## src/rtl/mux2to1_rr_sched_pkg.sv

```systemverilog
// Shared definitions for the L2 round-robin byte scheduler: default sizes,
// scheduler state encoding and the round-robin lane pick.
package mux2to1_rr_sched_pkg;

   localparam int DATA_W_L2 = 8;  // byte width per lane
   localparam int DEPTH_L2  = 4;  // entries per lane FIFO (power of 2, >= 2)
   localparam int AW_L2     = 2;  // log2(DEPTH_L2)

   typedef enum logic {
      ST_IDLE = 1'b0,  // output register holds no valid byte
      ST_SEND = 1'b1   // output register holds a valid byte
   } sched_state_e;

   // Lane to serve given which lanes have data and who was served last.
   // Only meaningful when at least one lane is non-empty.
   function automatic logic pick_lane(input logic ne0, input logic ne1,
                                      input logic last_grant);
      if (ne0 && ne1) begin
         return !last_grant;
      end else if (ne1) begin
         return 1'b1;
      end else begin
         return 1'b0;
      end
   endfunction

endpackage

```

## src/rtl/mux2to1_rr_sched_if.sv

```systemverilog
// Lane-side and output-side signal bundle of the L2 scheduler.
//
// Handshake semantics: a lane byte transfers on a clk_4f edge where
// valid_bitN && readyN; readyN depends only on FIFO state, never on validN.
// valid_bitN with readyN low drops the byte and raises fifo_ovf. On the output
// side a byte transfers on an edge where valid_bit_out1 && out_ready; while
// valid_bit_out1 && !out_ready, data_out1 and selector are held stable.
interface mux2to1_rr_sched_if #(
   parameter int DATA_W = 8
);
   logic [DATA_W-1:0] in0;
   logic              valid_bit0;
   logic              ready0;
   logic [DATA_W-1:0] in1;
   logic              valid_bit1;
   logic              ready1;
   logic              out_ready;
   logic              selector;
   logic [DATA_W-1:0] data_out1;
   logic              valid_bit_out1;
   logic              fifo_ovf;

   // Traffic source / sink side (L1 mux outputs and L2 serial stage)
   modport master (
      output in0, valid_bit0, in1, valid_bit1, out_ready,
      input  ready0, ready1, selector, data_out1, valid_bit_out1, fifo_ovf
   );

   // Scheduler side
   modport slave (
      input  in0, valid_bit0, in1, valid_bit1, out_ready,
      output ready0, ready1, selector, data_out1, valid_bit_out1, fifo_ovf
   );
endinterface

```

## src/rtl/mux2to1_rr_sched_lane_fifo.sv

```systemverilog
// Per-lane input FIFO. Head is combinational (rd_data), full/empty come from
// an AW+1 bit occupancy counter. Writes to a full FIFO and reads from an
// empty one are ignored, so full is decided before any same-cycle read.
module lane_fifo #(
   parameter int DATA_W = 8,
   parameter int DEPTH  = 4,
   parameter int AW     = 2
) (
   input  logic              clk_4f,
   input  logic              reset_L,
   input  logic              wr_en,
   input  logic [DATA_W-1:0] wr_data,
   input  logic              rd_en,
   output logic [DATA_W-1:0] rd_data,
   output logic              empty,
   output logic              full
);

   logic [DATA_W-1:0] mem_q [DEPTH];
   logic [DATA_W-1:0] mem_d [DEPTH];
   logic [AW-1:0]     wr_ptr_q, wr_ptr_d;
   logic [AW-1:0]     rd_ptr_q, rd_ptr_d;
   logic [AW:0]       count_q, count_d;
   logic              do_wr;
   logic              do_rd;

   assign full    = (count_q == (AW+1)'(DEPTH));
   assign empty   = (count_q == '0);
   assign do_wr   = wr_en && !full;
   assign do_rd   = rd_en && !empty;
   assign rd_data = mem_q[rd_ptr_q];

   // Next pointers, occupancy and storage; pointers wrap naturally at DEPTH
   always_comb begin
      mem_d    = mem_q;
      wr_ptr_d = wr_ptr_q;
      rd_ptr_d = rd_ptr_q;
      count_d  = count_q;
      if (do_wr) begin
         mem_d[wr_ptr_q] = wr_data;
         wr_ptr_d        = wr_ptr_q + 1'b1;
      end
      if (do_rd) begin
         rd_ptr_d = rd_ptr_q + 1'b1;
      end
      count_d = count_q + (AW+1)'(do_wr) - (AW+1)'(do_rd);
   end

   // Register FIFO state; reset empties the FIFO and clears storage
   always_ff @(posedge clk_4f) begin
      if (reset_L) begin
         wr_ptr_q <= '0;
         rd_ptr_q <= '0;
         count_q  <= '0;
         for (int i = 0; i < DEPTH; i++) begin
            mem_q[i] <= '0;
         end
      end else begin
         wr_ptr_q <= wr_ptr_d;
         rd_ptr_q <= rd_ptr_d;
         count_q  <= count_d;
         mem_q    <= mem_d;
      end
   end

endmodule

```

## src/rtl/mux2to1_rr_sched.sv

```systemverilog
// Round-robin scheduler sharing the L2 2:1 byte mux between two lanes.
// Each lane feeds a small FIFO; every advancing cycle one non-empty lane is
// granted, its head byte is loaded into the registered output and the
// selector records which lane it came from.
module mux2to1_rr_sched
   import mux2to1_rr_sched_pkg::*;
#(
   parameter int DATA_W = DATA_W_L2,
   parameter int DEPTH  = DEPTH_L2,
   parameter int AW     = AW_L2
) (
   input  logic                clk_4f,
   input  logic                reset_L,
   mux2to1_rr_sched_if.slave   bus,
   output sched_state_e        dbg_state
);

   logic [DATA_W-1:0] head0, head1;
   logic              empty0, empty1;
   logic              full0, full1;
   logic              push0, push1;
   logic              pop0, pop1;
   logic              adv;
   logic              any_ne;
   logic              grant;

   sched_state_e      state_q, state_d;
   logic              sel_q, sel_d;
   logic [DATA_W-1:0] data_q, data_d;
   logic              valid_q, valid_d;
   logic              last_grant_q, last_grant_d;
   logic              ovf_q, ovf_d;

   assign push0 = bus.valid_bit0 && !full0;
   assign push1 = bus.valid_bit1 && !full1;

   lane_fifo #(.DATA_W(DATA_W), .DEPTH(DEPTH), .AW(AW)) u_fifo0 (
      .clk_4f  (clk_4f),
      .reset_L (reset_L),
      .wr_en   (push0),
      .wr_data (bus.in0),
      .rd_en   (pop0),
      .rd_data (head0),
      .empty   (empty0),
      .full    (full0)
   );

   lane_fifo #(.DATA_W(DATA_W), .DEPTH(DEPTH), .AW(AW)) u_fifo1 (
      .clk_4f  (clk_4f),
      .reset_L (reset_L),
      .wr_en   (push1),
      .wr_data (bus.in1),
      .rd_en   (pop1),
      .rd_data (head1),
      .empty   (empty1),
      .full    (full1)
   );

   // Output register may take a new byte when it is empty or being consumed
   assign adv    = !valid_q || bus.out_ready;
   assign any_ne = !empty0 || !empty1;
   assign grant  = pick_lane(!empty0, !empty1, last_grant_q);
   assign pop0   = adv && any_ne && !grant;
   assign pop1   = adv && any_ne && grant;

   // Arbitration, output load, FSM next state and sticky overflow
   always_comb begin
      state_d      = state_q;
      sel_d        = sel_q;
      data_d       = data_q;
      valid_d      = valid_q;
      last_grant_d = last_grant_q;
      ovf_d        = ovf_q
                     || (bus.valid_bit0 && full0)
                     || (bus.valid_bit1 && full1);
      if (adv) begin
         if (any_ne) begin
            data_d       = grant ? head1 : head0;
            valid_d      = 1'b1;
            sel_d        = grant;
            last_grant_d = grant;
            state_d      = ST_SEND;
         end else begin
            // Nothing to send: data and selector keep their last value
            valid_d = 1'b0;
            state_d = ST_IDLE;
         end
      end
   end

   // Scheduler FSM and its registered outputs; last_grant resets to lane 1
   // so that lane 0 wins the first contested grant
   always_ff @(posedge clk_4f) begin
      if (reset_L) begin
         state_q      <= ST_IDLE;
         sel_q        <= 1'b0;
         data_q       <= '0;
         valid_q      <= 1'b0;
         last_grant_q <= 1'b1;
         ovf_q        <= 1'b0;
      end else begin
         state_q      <= state_d;
         sel_q        <= sel_d;
         data_q       <= data_d;
         valid_q      <= valid_d;
         last_grant_q <= last_grant_d;
         ovf_q        <= ovf_d;
      end
   end

   assign bus.ready0         = !full0;
   assign bus.ready1         = !full1;
   assign bus.selector       = sel_q;
   assign bus.data_out1      = data_q;
   assign bus.valid_bit_out1 = valid_q;
   assign bus.fifo_ovf       = ovf_q;
   assign dbg_state          = state_q;

endmodule

```

## src/flat_wrapper.sv

```systemverilog
// flat-port wrapper written by rule: the top's interface ports become plain ports
module mux2to1_rr_sched_flat import mux2to1_rr_sched_pkg::*;
#(
   parameter int DATA_W = DATA_W_L2,
   parameter int DEPTH  = DEPTH_L2,
   parameter int AW     = AW_L2
)
  (clk_4f, reset_L, dbg_state, bus_in0, bus_valid_bit0, bus_in1, bus_valid_bit1, bus_out_ready, bus_ready0, bus_ready1, bus_selector, bus_data_out1, bus_valid_bit_out1, bus_fifo_ovf);
  mux2to1_rr_sched_if #(.DATA_W(DATA_W)) bus_i ();
  input  logic clk_4f;
  input  logic reset_L;
  output sched_state_e dbg_state;
  input wire logic [$bits(bus_i.in0)-1:0] bus_in0;
  input wire logic [$bits(bus_i.valid_bit0)-1:0] bus_valid_bit0;
  input wire logic [$bits(bus_i.in1)-1:0] bus_in1;
  input wire logic [$bits(bus_i.valid_bit1)-1:0] bus_valid_bit1;
  input wire logic [$bits(bus_i.out_ready)-1:0] bus_out_ready;
  output wire logic [$bits(bus_i.ready0)-1:0] bus_ready0;
  output wire logic [$bits(bus_i.ready1)-1:0] bus_ready1;
  output wire logic [$bits(bus_i.selector)-1:0] bus_selector;
  output wire logic [$bits(bus_i.data_out1)-1:0] bus_data_out1;
  output wire logic [$bits(bus_i.valid_bit_out1)-1:0] bus_valid_bit_out1;
  output wire logic [$bits(bus_i.fifo_ovf)-1:0] bus_fifo_ovf;
  assign bus_i.in0 = bus_in0;
  assign bus_i.valid_bit0 = bus_valid_bit0;
  assign bus_i.in1 = bus_in1;
  assign bus_i.valid_bit1 = bus_valid_bit1;
  assign bus_i.out_ready = bus_out_ready;
  assign bus_ready0 = bus_i.ready0;
  assign bus_ready1 = bus_i.ready1;
  assign bus_selector = bus_i.selector;
  assign bus_data_out1 = bus_i.data_out1;
  assign bus_valid_bit_out1 = bus_i.valid_bit_out1;
  assign bus_fifo_ovf = bus_i.fifo_ovf;
  mux2to1_rr_sched #(.DATA_W(DATA_W), .DEPTH(DEPTH), .AW(AW)) u_core (.clk_4f(clk_4f), .reset_L(reset_L), .bus(bus_i), .dbg_state(dbg_state));
endmodule
```

## config.mk

```make
export PLATFORM = sky130hd
export DESIGN_NAME = mux2to1_rr_sched_flat
export DESIGN_NICKNAME = d
export VERILOG_FILES = /design/src/rtl/mux2to1_rr_sched_pkg.sv /design/src/rtl/mux2to1_rr_sched_if.sv /design/src/rtl/mux2to1_rr_sched_lane_fifo.sv /design/src/rtl/mux2to1_rr_sched.sv /design/src/flat_wrapper.sv
export SDC_FILE = /design/constraint.sdc
export NUM_CORES = 1
export LEC_CHECK = 0
export ABC_CLOCK_PERIOD_IN_PS = 2950
export CAP_MARGIN = 20
export CORE_ASPECT_RATIO = 1.4
export CORE_MARGIN = 2
export CORE_UTILIZATION = 53
export CTS_CLUSTER_DIAMETER = 100
export DETAILED_ROUTE_END_ITERATION = 7
export PLACE_DENSITY = 0.85
export SYNTH_ARGS = -nofsm -noshare
export SYNTH_HDL_FRONTEND = slang
export SYNTH_HIERARCHICAL = 1
export SYNTH_SLANG_ARGS = --single-unit
```

## constraint.sdc

```tcl
create_clock -name clk_4f -period 2.95 [get_ports clk_4f]
set_clock_uncertainty 0.1 [all_clocks]
set_input_delay 0.4425 -clock clk_4f [delete_from_list [all_inputs] [get_ports clk_4f]]
set_output_delay 0.4425 -clock clk_4f [all_outputs]
set_load 0.02 [all_outputs]
```

# After elaboration in Yosys (flattened, before gate mapping)
# Cells that the tools add are included.
[classes]
magnitude_cmp = 6
bitwise = 4
addsub = 8
muxes = 16
n_reduce_logical = 28
eq_ne = 2
[ops]
columns = ["op", "n"]
rows = [
  ["$bwmux 32", 2],
  ["$mux 8", 7],
  ["$bmux 8 s2", 2],
  ["$demux 8 s2", 2],
  ["$logic_and 1x1->1", 14],
  ["$ge 3x3->1 const B", 4],
  ["$not 2->3", 4],
  ["$add 2x1->2 const B", 4],
  ["$logic_not 1->1", 7],
  ["$add 3x1->3", 2],
  ["$eq 3x3->1 const B", 2],
  ["$logic_not 3->1", 2],
  ["$lt 3x1->1 const B", 2],
  ["$sub 3x1->3", 2],
  ["$logic_or 1x1->1", 4],
  ["$mux 1", 3],
  ["$reduce_and 2->1", 1],
]
[word_totals]
out_inout_bits = 14
regBits = 90
input_bits = 21
word_cells = 83

# Longest topological paths before layout
# Gate-level depths: netlist of run 1.
[depth]
depth_word = 8
depth_mapped = 15
mapped_depth_nobuf = 14

# Cells and area by module
# The synthesis of run 1 kept the hierarchy.
[by_module_without_submodules]
columns = ["mod", "seq_area_each_um2", "n_inst", "area_each_um2", "cells_each"]
rows = [
  ["lane_fifo", 780.7, 2, 1904.3, 168],
  ["mux2to1_rr_sched", 240.2, 1, 661.9, 74],
]

# Worst setup path after synthesis of run 1
# Ideal clock, no wire load.
[synth_path]
path_type = "reg-to-reg"
from = "register u_core.u_fifo1.count_q[1]"
to = "register u_core.u_fifo0.count_q[2]"
n_path_buf = 1
period_less_slack_ps = 2787
slack_ps = 163
path_stages_with_launch = 15
t_arrival_ps = 2610
required_time_ps = 2772
setup_time_ps = 78
path_cell_list = "dfxtp_1 nor3_1 or2_0 buf_4 nor3b_1 o31ai_1 inv_1 ha_1 inv_1 ha_1 inv_1 fa_1 xor2_1 and2_1 nor3_1"
[synth_between]
elab_chain_len = 8
word_cells_on_any_way = 11
classes_between = "add/sub (1); mux (2); reduce/logical (8)"
[synth_lines]
columns = ["element", "line_no", "text"]
rows = [
  ["start, declared", "mux2to1_rr_sched_lane_fifo.sv:23", "logic [AW:0] count_q, count_d;"],
  ["start signal, assigned", "mux2to1_rr_sched_lane_fifo.sv:61", "count_q <= count_d;"],
  ["$logic_not 3->1 (*)", "mux2to1_rr_sched_lane_fifo.sv:28", "assign empty = (count_q == '0);"],
  ["named net u_core.empty1", "mux2to1_rr_sched.sv:19", "logic empty0, empty1;"],
  ["$logic_not 1->1", "mux2to1_rr_sched.sv:61, mux2to1_rr_sched.sv:62", ""],
  ["$logic_and 1x1->1", "mux2to1_rr_sched_pkg.sv:18", "if (ne0 && ne1) begin"],
  ["$mux 1", "mux2to1_rr_sched_pkg.sv:18", ""],
  ["$logic_not 1->1", "mux2to1_rr_sched.sv:63", "assign pop0 = adv && any_ne && !grant;"],
  ["$logic_and 1x1->1 (*)", "mux2to1_rr_sched.sv:63", ""],
  ["named net u_core.pop0", "mux2to1_rr_sched.sv:22", "logic pop0, pop1;"],
  ["$logic_and 1x1->1 (*)", "mux2to1_rr_sched_lane_fifo.sv:30", "assign do_rd = rd_en && !empty;"],
  ["named net u_core.u_fifo0.do_rd", "mux2to1_rr_sched_lane_fifo.sv:25", "logic do_rd;"],
  ["$sub 3x1->3 (*)", "mux2to1_rr_sched_lane_fifo.sv:46", "count_d = count_q + (AW+1)'(do_wr) - (AW+1)'(do_rd);"],
  ["end signal, assigned", "mux2to1_rr_sched_lane_fifo.sv:61", ""],
  ["end, declared", "mux2to1_rr_sched_lane_fifo.sv:23", ""],
]
# The timed path passes the listed nets; every way through them passes the cells marked *.
# A chain may end at the register's enable or synchronous reset.

# Worst setup path after layout of run 1
# Ends and elaborated chain as after synthesis.

==> results.json, run 1 <==
{
  "status": "finished, final reports clean",
  "start_util_pct": 54.5,
  "grt_pass1_vias": 3107,
  "clock_latency_ns": 0.34,
  "synth_cell_type_count": 42,
  "port_buffers": 34,
  "synth_top_area_share_pct": 40.3,
  "die_h_um": 113,
  "syn2layout_area_growth_pct": 14.7,
  "power_mw": 4.15,
  "fp-row-count": 39,
  "worst_pin_slew_ns": 0.658,
  "grt_use_total_pct": 20.7,
  "cts_tree": "built",
  "cts_resized": 0,
  "rsz0062_at_grt": "no",
  "final_cell_mix": "dfxtp_1 (90), nand2b_1 (65), mux2i_1 (64)",
  "cts_hold_buf": 0,
  "grt_max_degree": 82,
  "drtIter0Drc": 122,
  "cp_max_fo": 6,
  "overflow": 0,
  "p_leak_nw": 2.19,
  "maxCapViolCount": 0,
  "die_w_um": 81.6,
  "crit_path_start_kind": "flip-flop",
  "drive_gt1_share_pct": 13.6,
  "hold_viol": 0,
  "cts_sinks": 90,
  "core_um2": 8200,
  "clk_path_buf_depth": 2,
  "final_cell_area_um2": 5130,
  "final_antenna_net_count": 0,
  "synthCells": 410,
  "fillers": 654,
  "synth_edf_count": 0,
  "antenna_found_initial": 0,
  "drt-pass1-iter-count": 4,
  "max_slew_margin_pct": 56.1,
  "synth-seq-cells": 90,
  "synthArstFlopShare_pct": 0,
  "fp.dieArea_um2": 9200,
  "fmax_ghz": 0.368,
  "seq_area_frac_synth_pct": 40.3,
  "peakVddDrop_uv": 414,
  "grt_pass1_wl_um": 14600,
  "critPathKind": "flip-flop to flip-flop",
  "arrival_ns": 2.88,
  "drt-total-wl_um": 8730,
  "synth.avg_cell_area_um2": 10.9,
  "final_nets": 472,
  "cp-end-kind": "flip-flop",
  "final_common_cell": "dfxtp_1",
  "clk_pin_slew_ns": 0.06,
  "root_buffer": "clkbuf_16",
  "worst_hold_path_type": "flip-flop to flip-flop",
  "finalMaxSlewViolations": 0,
  "viasPerCell": 5.43,
  "synth.net_count": 445,
  "powerDensity_nw_per_um2": 810,
  "cts_setup_buffers": 0,
  "dp_hpwl_um": 6050,
  "setup_viol": 0,
  "placed_cell_area_um2": 4800,
  "htreeDepth": 3,
  "ios": 35,
  "fin_crit_ns": 2.72,
  "wire_per_inst_um": 16.0,
  "synthTopCellsByArea": "dfxtp_1 (40%), mux2i_1 (14%), nand2b_1 (9.1%)",
  "place.gp.congestion": 0.792,
  "drc": 0,
  "finalCritPeriodShare_pct": 92.0,
  "cp.required_ns": 3.11,
  "diodes": 0,
  "synth_top_cell_by_area": "dfxtp_1",
  "vias": 2956,
  "ys_warn_count": 6,
  "cts-buffers-inserted": 9,
  "synthFlopType": "dfxtp_1",
  "synth_area_um2": 4470
}
critical path, cell delays in order, from the launching register on:
cell and delay (ns):
dfxtp_1 0.44, nor3_1 0.09, buf_4 0.16, or2_0 0.21
nor3b_2 0.17, o31ai_1 0.08, inv_1 0.08, ha_1 0.27
inv_1 0.06, ha_1 0.13, inv_1 0.05, fa_1 0.37
xor2_1 0.16, and2_1 0.16, nor3_1 0.12
state kept, by name, indices dropped and copies added, names as in the netlist:
name                       cells
u_core/u_fifo1/mem_q          32
u_core/u_fifo0/mem_q          32
u_core/bus.valid_bit_out1      1
u_core/bus.selector            1
u_core/u_fifo0/wr_ptr_q        2
u_core/u_fifo0/rd_ptr_q        2
u_core/bus.fifo_ovf            1
u_core/u_fifo0/count_q         3
u_core/bus.data_out1           8
u_core/u_fifo1/count_q         3
u_core/last_grant_q            1
u_core/u_fifo1/wr_ptr_q        2
u_core/u_fifo1/rd_ptr_q        2
per-layer routing:
layer / share of wire (%) / global-route usage [%] / wire [um]
met5: 0 / 0 / 0
met4: 2.2 / 8.67 / 195
met3: 3.3 / 5.87 / 290
met2: 52 / 34.3 / 4530
met1: 43 / 24.8 / 3720
logic make-up (layout without fill, tap and decap cells):
group           count (synthesis)  after routing  synth area share, %
compound gates                 30             30                 3.97
xor+xnor                        4              4                0.784
fa+ha+maj                      14             14                 4.25
buf+inv                        48             80                 6.61
flops                          90             90                 40.3
mux                            82             82                 22.9
simple gates                  142            142                 21.2
cells in the mapped netlist (all sizes together) (2+ instances only):
cell,number
mux2,2
mux4,16
xor2,4
inv,18
or2b,16
a31oi,8
nand2,2
nand4,8
a21oi,4
ha,12
or3,2
or3b,2
nor2b,4
nand4b,10
and2,5
buf,18
o31ai,4
nor2,11
nand2b,66
nor3,4
o21ai,12
fa,2
mux2i,64
nand3,7
and3,2
dfxtp,90
clkbuf,11
stage by stage:
step                utilization, %  worst slack, ns  hold slack (ns)  cells  setup TNS (ns)
floorplan                        -            0.163            0.349    410               0
global placement              58.6          -0.0355            0.357    528         -0.0355
detailed placement            58.6          -0.0817            0.367    528         -0.0817
CTS                           62.4            0.112            0.379    544               0
global route                  62.5           0.0496            0.393    544               0
finish                        62.5            0.235            0.377    544               0
power by group:
part	switching [mW]	internal, mW	total (mW)
Sequential	0.200	1.42	1.62
Combinational	0.661	0.685	1.35
Clock	0.480	0.705	1.19
path summary, 6_finish.rpt:
check / slack, ns / endpoint / startpoint / cells past startpoint
setup / recovery: 0.23 / u_core/u_fifo0/count_q[2] / u_core/u_fifo1/count_q[1] / 14
hold / removal: 0.38 / u_core/u_fifo1/mem_q[6] / u_core/u_fifo1/mem_q[6] / 2
setup reg to reg: 0.23 / u_core/u_fifo0/count_q[2] / u_core/u_fifo1/count_q[1] / 14
hold reg to reg: 0.38 / u_core/u_fifo1/mem_q[6] / u_core/u_fifo1/mem_q[6] / 2
cell type report:
cell class,instances,area (um2),share of cell area [%]
multi-input cells,272,2380,46.5
flip-flops and latches,90,1800,35.1
repair buffers,45,430,8.39
clock buffers,11,253,4.93
well taps,102,128,2.49
inverters,19,71.3,1.39
clock inverters,5,60.1,1.17
Note: power is estimated with default switching activity, not from simulation.
==> run 2, diff against run 1 <==
--- a/config.mk
+++ b/config.mk
@@ -12,7 +12,9 @@
 export CORE_UTILIZATION = 53
 export CTS_CLUSTER_DIAMETER = 100
 export DETAILED_ROUTE_END_ITERATION = 7
+export MAX_ROUTING_LAYER = met4
 export PLACE_DENSITY = 0.85
+export SKIP_CTS_REPAIR_TIMING = 1
 export SYNTH_ARGS = -nofsm -noshare
 export SYNTH_HDL_FRONTEND = slang
 export SYNTH_HIERARCHICAL = 1
==> run 2 against run 1 <==
Effect of this change:
- worst hold slack is essentially flat
- setup slack lost 0.0016 ns
- largest power group unchanged
- clock-buffer cell count is the same
==> results.json, run 2 (synthesized netlist as in run 1, its figures left out) <==
{
  "worst_hold_path_type": "flip-flop to flip-flop",
  "ios": 35,
  "dp_hpwl_um": 6050,
  "vias": 2968,
  "diodes": 0,
  "reg2reg_depth": 14,
  "status": "finished, final reports clean",
  "clk_path_buf_depth": 2,
  "p_leak_nw": 2.19,
  "cts-buffers-inserted": 9,
  "maxCapViolCount": 0,
  "place.gp.congestion": 0.804,
  "fin_util_pct": 62.5,
  "syn2layout_area_growth_pct": 14.7,
  "instances_no_fill": 544,
  "fp-row-count": 39,
  "drtIter0Drc": 147,
  "power_mw": 4.16,
  "viasPerCell": 5.46,
  "final_nets": 472,
  "cp-end-kind": "flip-flop",
  "wire_per_inst_um": 16.1,
  "min_path_cells": 2,
  "powerDensity_nw_per_um2": 812,
  "fin_crit_ns": 2.72,
  "final_antenna_net_count": 0,
  "reg2reg_from": "u_core/u_fifo1/count_q[1]",
  "rsz0062_at_grt": "no",
  "die_h_um": 113,
  "final_cell_mix": "dfxtp_1 (90), nand2b_1 (65), mux2i_1 (64)",
  "start_util_pct": 54.5,
  "root_buffer": "clkbuf_16",
  "whs_endpoint": "u_core/u_fifo1/mem_q[6]",
  "drt-pass1-iter-count": 4,
  "grt_use_total_pct": 21.2,
  "drive_gt1_share_pct": 13.6,
  "finalCritPeriodShare_pct": 92.1,
  "finalMaxSlewViolations": 0,
  "hold_start": "u_core/u_fifo1/mem_q[6]",
  "rrSetupSlack_ns": 0.23,
  "htreeDepth": 3,
  "overflow": 0,
  "cp.required_ns": 3.12,
  "port_buffers": 34,
  "worst_pin_slew_ns": 0.668,
  "max_slew_margin_pct": 55.4,
  "final_common_cell": "dfxtp_1",
  "grt_max_degree": 82,
  "antenna_found_initial": 0,
  "peakVddDrop_uv": 421,
  "critPathKind": "flip-flop to flip-flop",
  "drc": 0,
  "fp.dieArea_um2": 9200,
  "drt-total-wl_um": 8780,
  "core_um2": 8200,
  "die_w_um": 81.6,
  "cts_tree": "built",
  "hold_viol": 0,
  "clk_pin_slew_ns": 0.06,
  "fmax_ghz": 0.368,
  "crit_path_start_kind": "flip-flop",
  "arrival_ns": 2.88,
  "setup_viol": 0,
  "cp_max_fo": 6,
  "grt_pass1_vias": 3103,
  "place_inst": 528,
  "cts_sinks": 90,
  "clock_latency_ns": 0.35,
  "r2r-end": "u_core/u_fifo0/count_q[2]",
  "grt_pass1_wl_um": 14600
}
==> run 2: cell counts in the layout (fill, tap and decap cells not counted) <==
No cell type changed its count.
==> run 2: final cells by class <==
cell class,count,area [um2]
Clock buffer,11,253
Sequential cell,90,1800
Timing Repair Buffer,45,430
Clock inverter,5,60.1
Multi-Input combinational cell,272,2380
Tap cell,102,128
Inverter,19,71.3
Fill cell,654,3070
==> run 2: worst max-delay path: stages (launching register included) <==
cell and delay (ns):
dfxtp_1 0.44, nor3_1 0.09, buf_4 0.16, or2_0 0.21, nor3b_2 0.17, o31ai_1 0.08, inv_1 0.08, ha_1 0.27
inv_1 0.06, ha_1 0.13, inv_1 0.05, fa_1 0.37, xor2_1 0.16, and2_1 0.16, nor3_1 0.12
==> run 2: worst max-delay path by stage <==
stage                                   start                   endpoint  slack (ns)  depth (start not counted)
floorplan           u_core/u_fifo1/count_q[1]  u_core/u_fifo0/count_q[2]        0.16                         14
global placement                bus_out_ready  u_core/u_fifo0/count_q[2]       -0.04                         13
detailed placement              bus_out_ready  u_core/u_fifo0/count_q[2]       -0.08                         13
CTS                 u_core/u_fifo0/count_q[1]  u_core/u_fifo0/count_q[2]        0.11                         13
global route        u_core/u_fifo1/count_q[1]  u_core/u_fifo0/count_q[2]        0.05                         14
finish              u_core/u_fifo1/count_q[1]  u_core/u_fifo0/count_q[2]        0.23                         14
==> run 2: stage by stage <==
step / worst slack, ns / area (um2) / setup TNS (ns) / hold slack, ns
detailed placement: -0.0817 / 4800 / -0.0817 / 0.367
global route: 0.0496 / 5130 / 0 / 0.393
global placement: -0.0355 / 4800 / -0.0355 / 0.357
finish: 0.233 / 5130 / 0 / 0.377
CTS: 0.112 / 5120 / 0 / 0.379
floorplan: 0.163 / 4470 / 0 / 0.349
==> run 2: per-layer routing <==
metal | routed length, um | up-vias | global-route usage (%) | part of all wire, %
met5 | 0 | - | - | 0
met4 | 209 | 0 | 9.67 | 2.4
met3 | 283 | 18 | 4.90 | 3.2
met2 | 4530 | 46 | 34.4 | 52
met1 | 3760 | 1427 | 24.7 | 43
li1 | - | 1477 | - | -
==> run 2: power by group <==
part / total (mW) / switching, mW / internal (mW)
Combinational: 1.35 / 0.665 / 0.686
Sequential: 1.62 / 0.202 / 1.42
Clock: 1.19 / 0.486 / 0.705
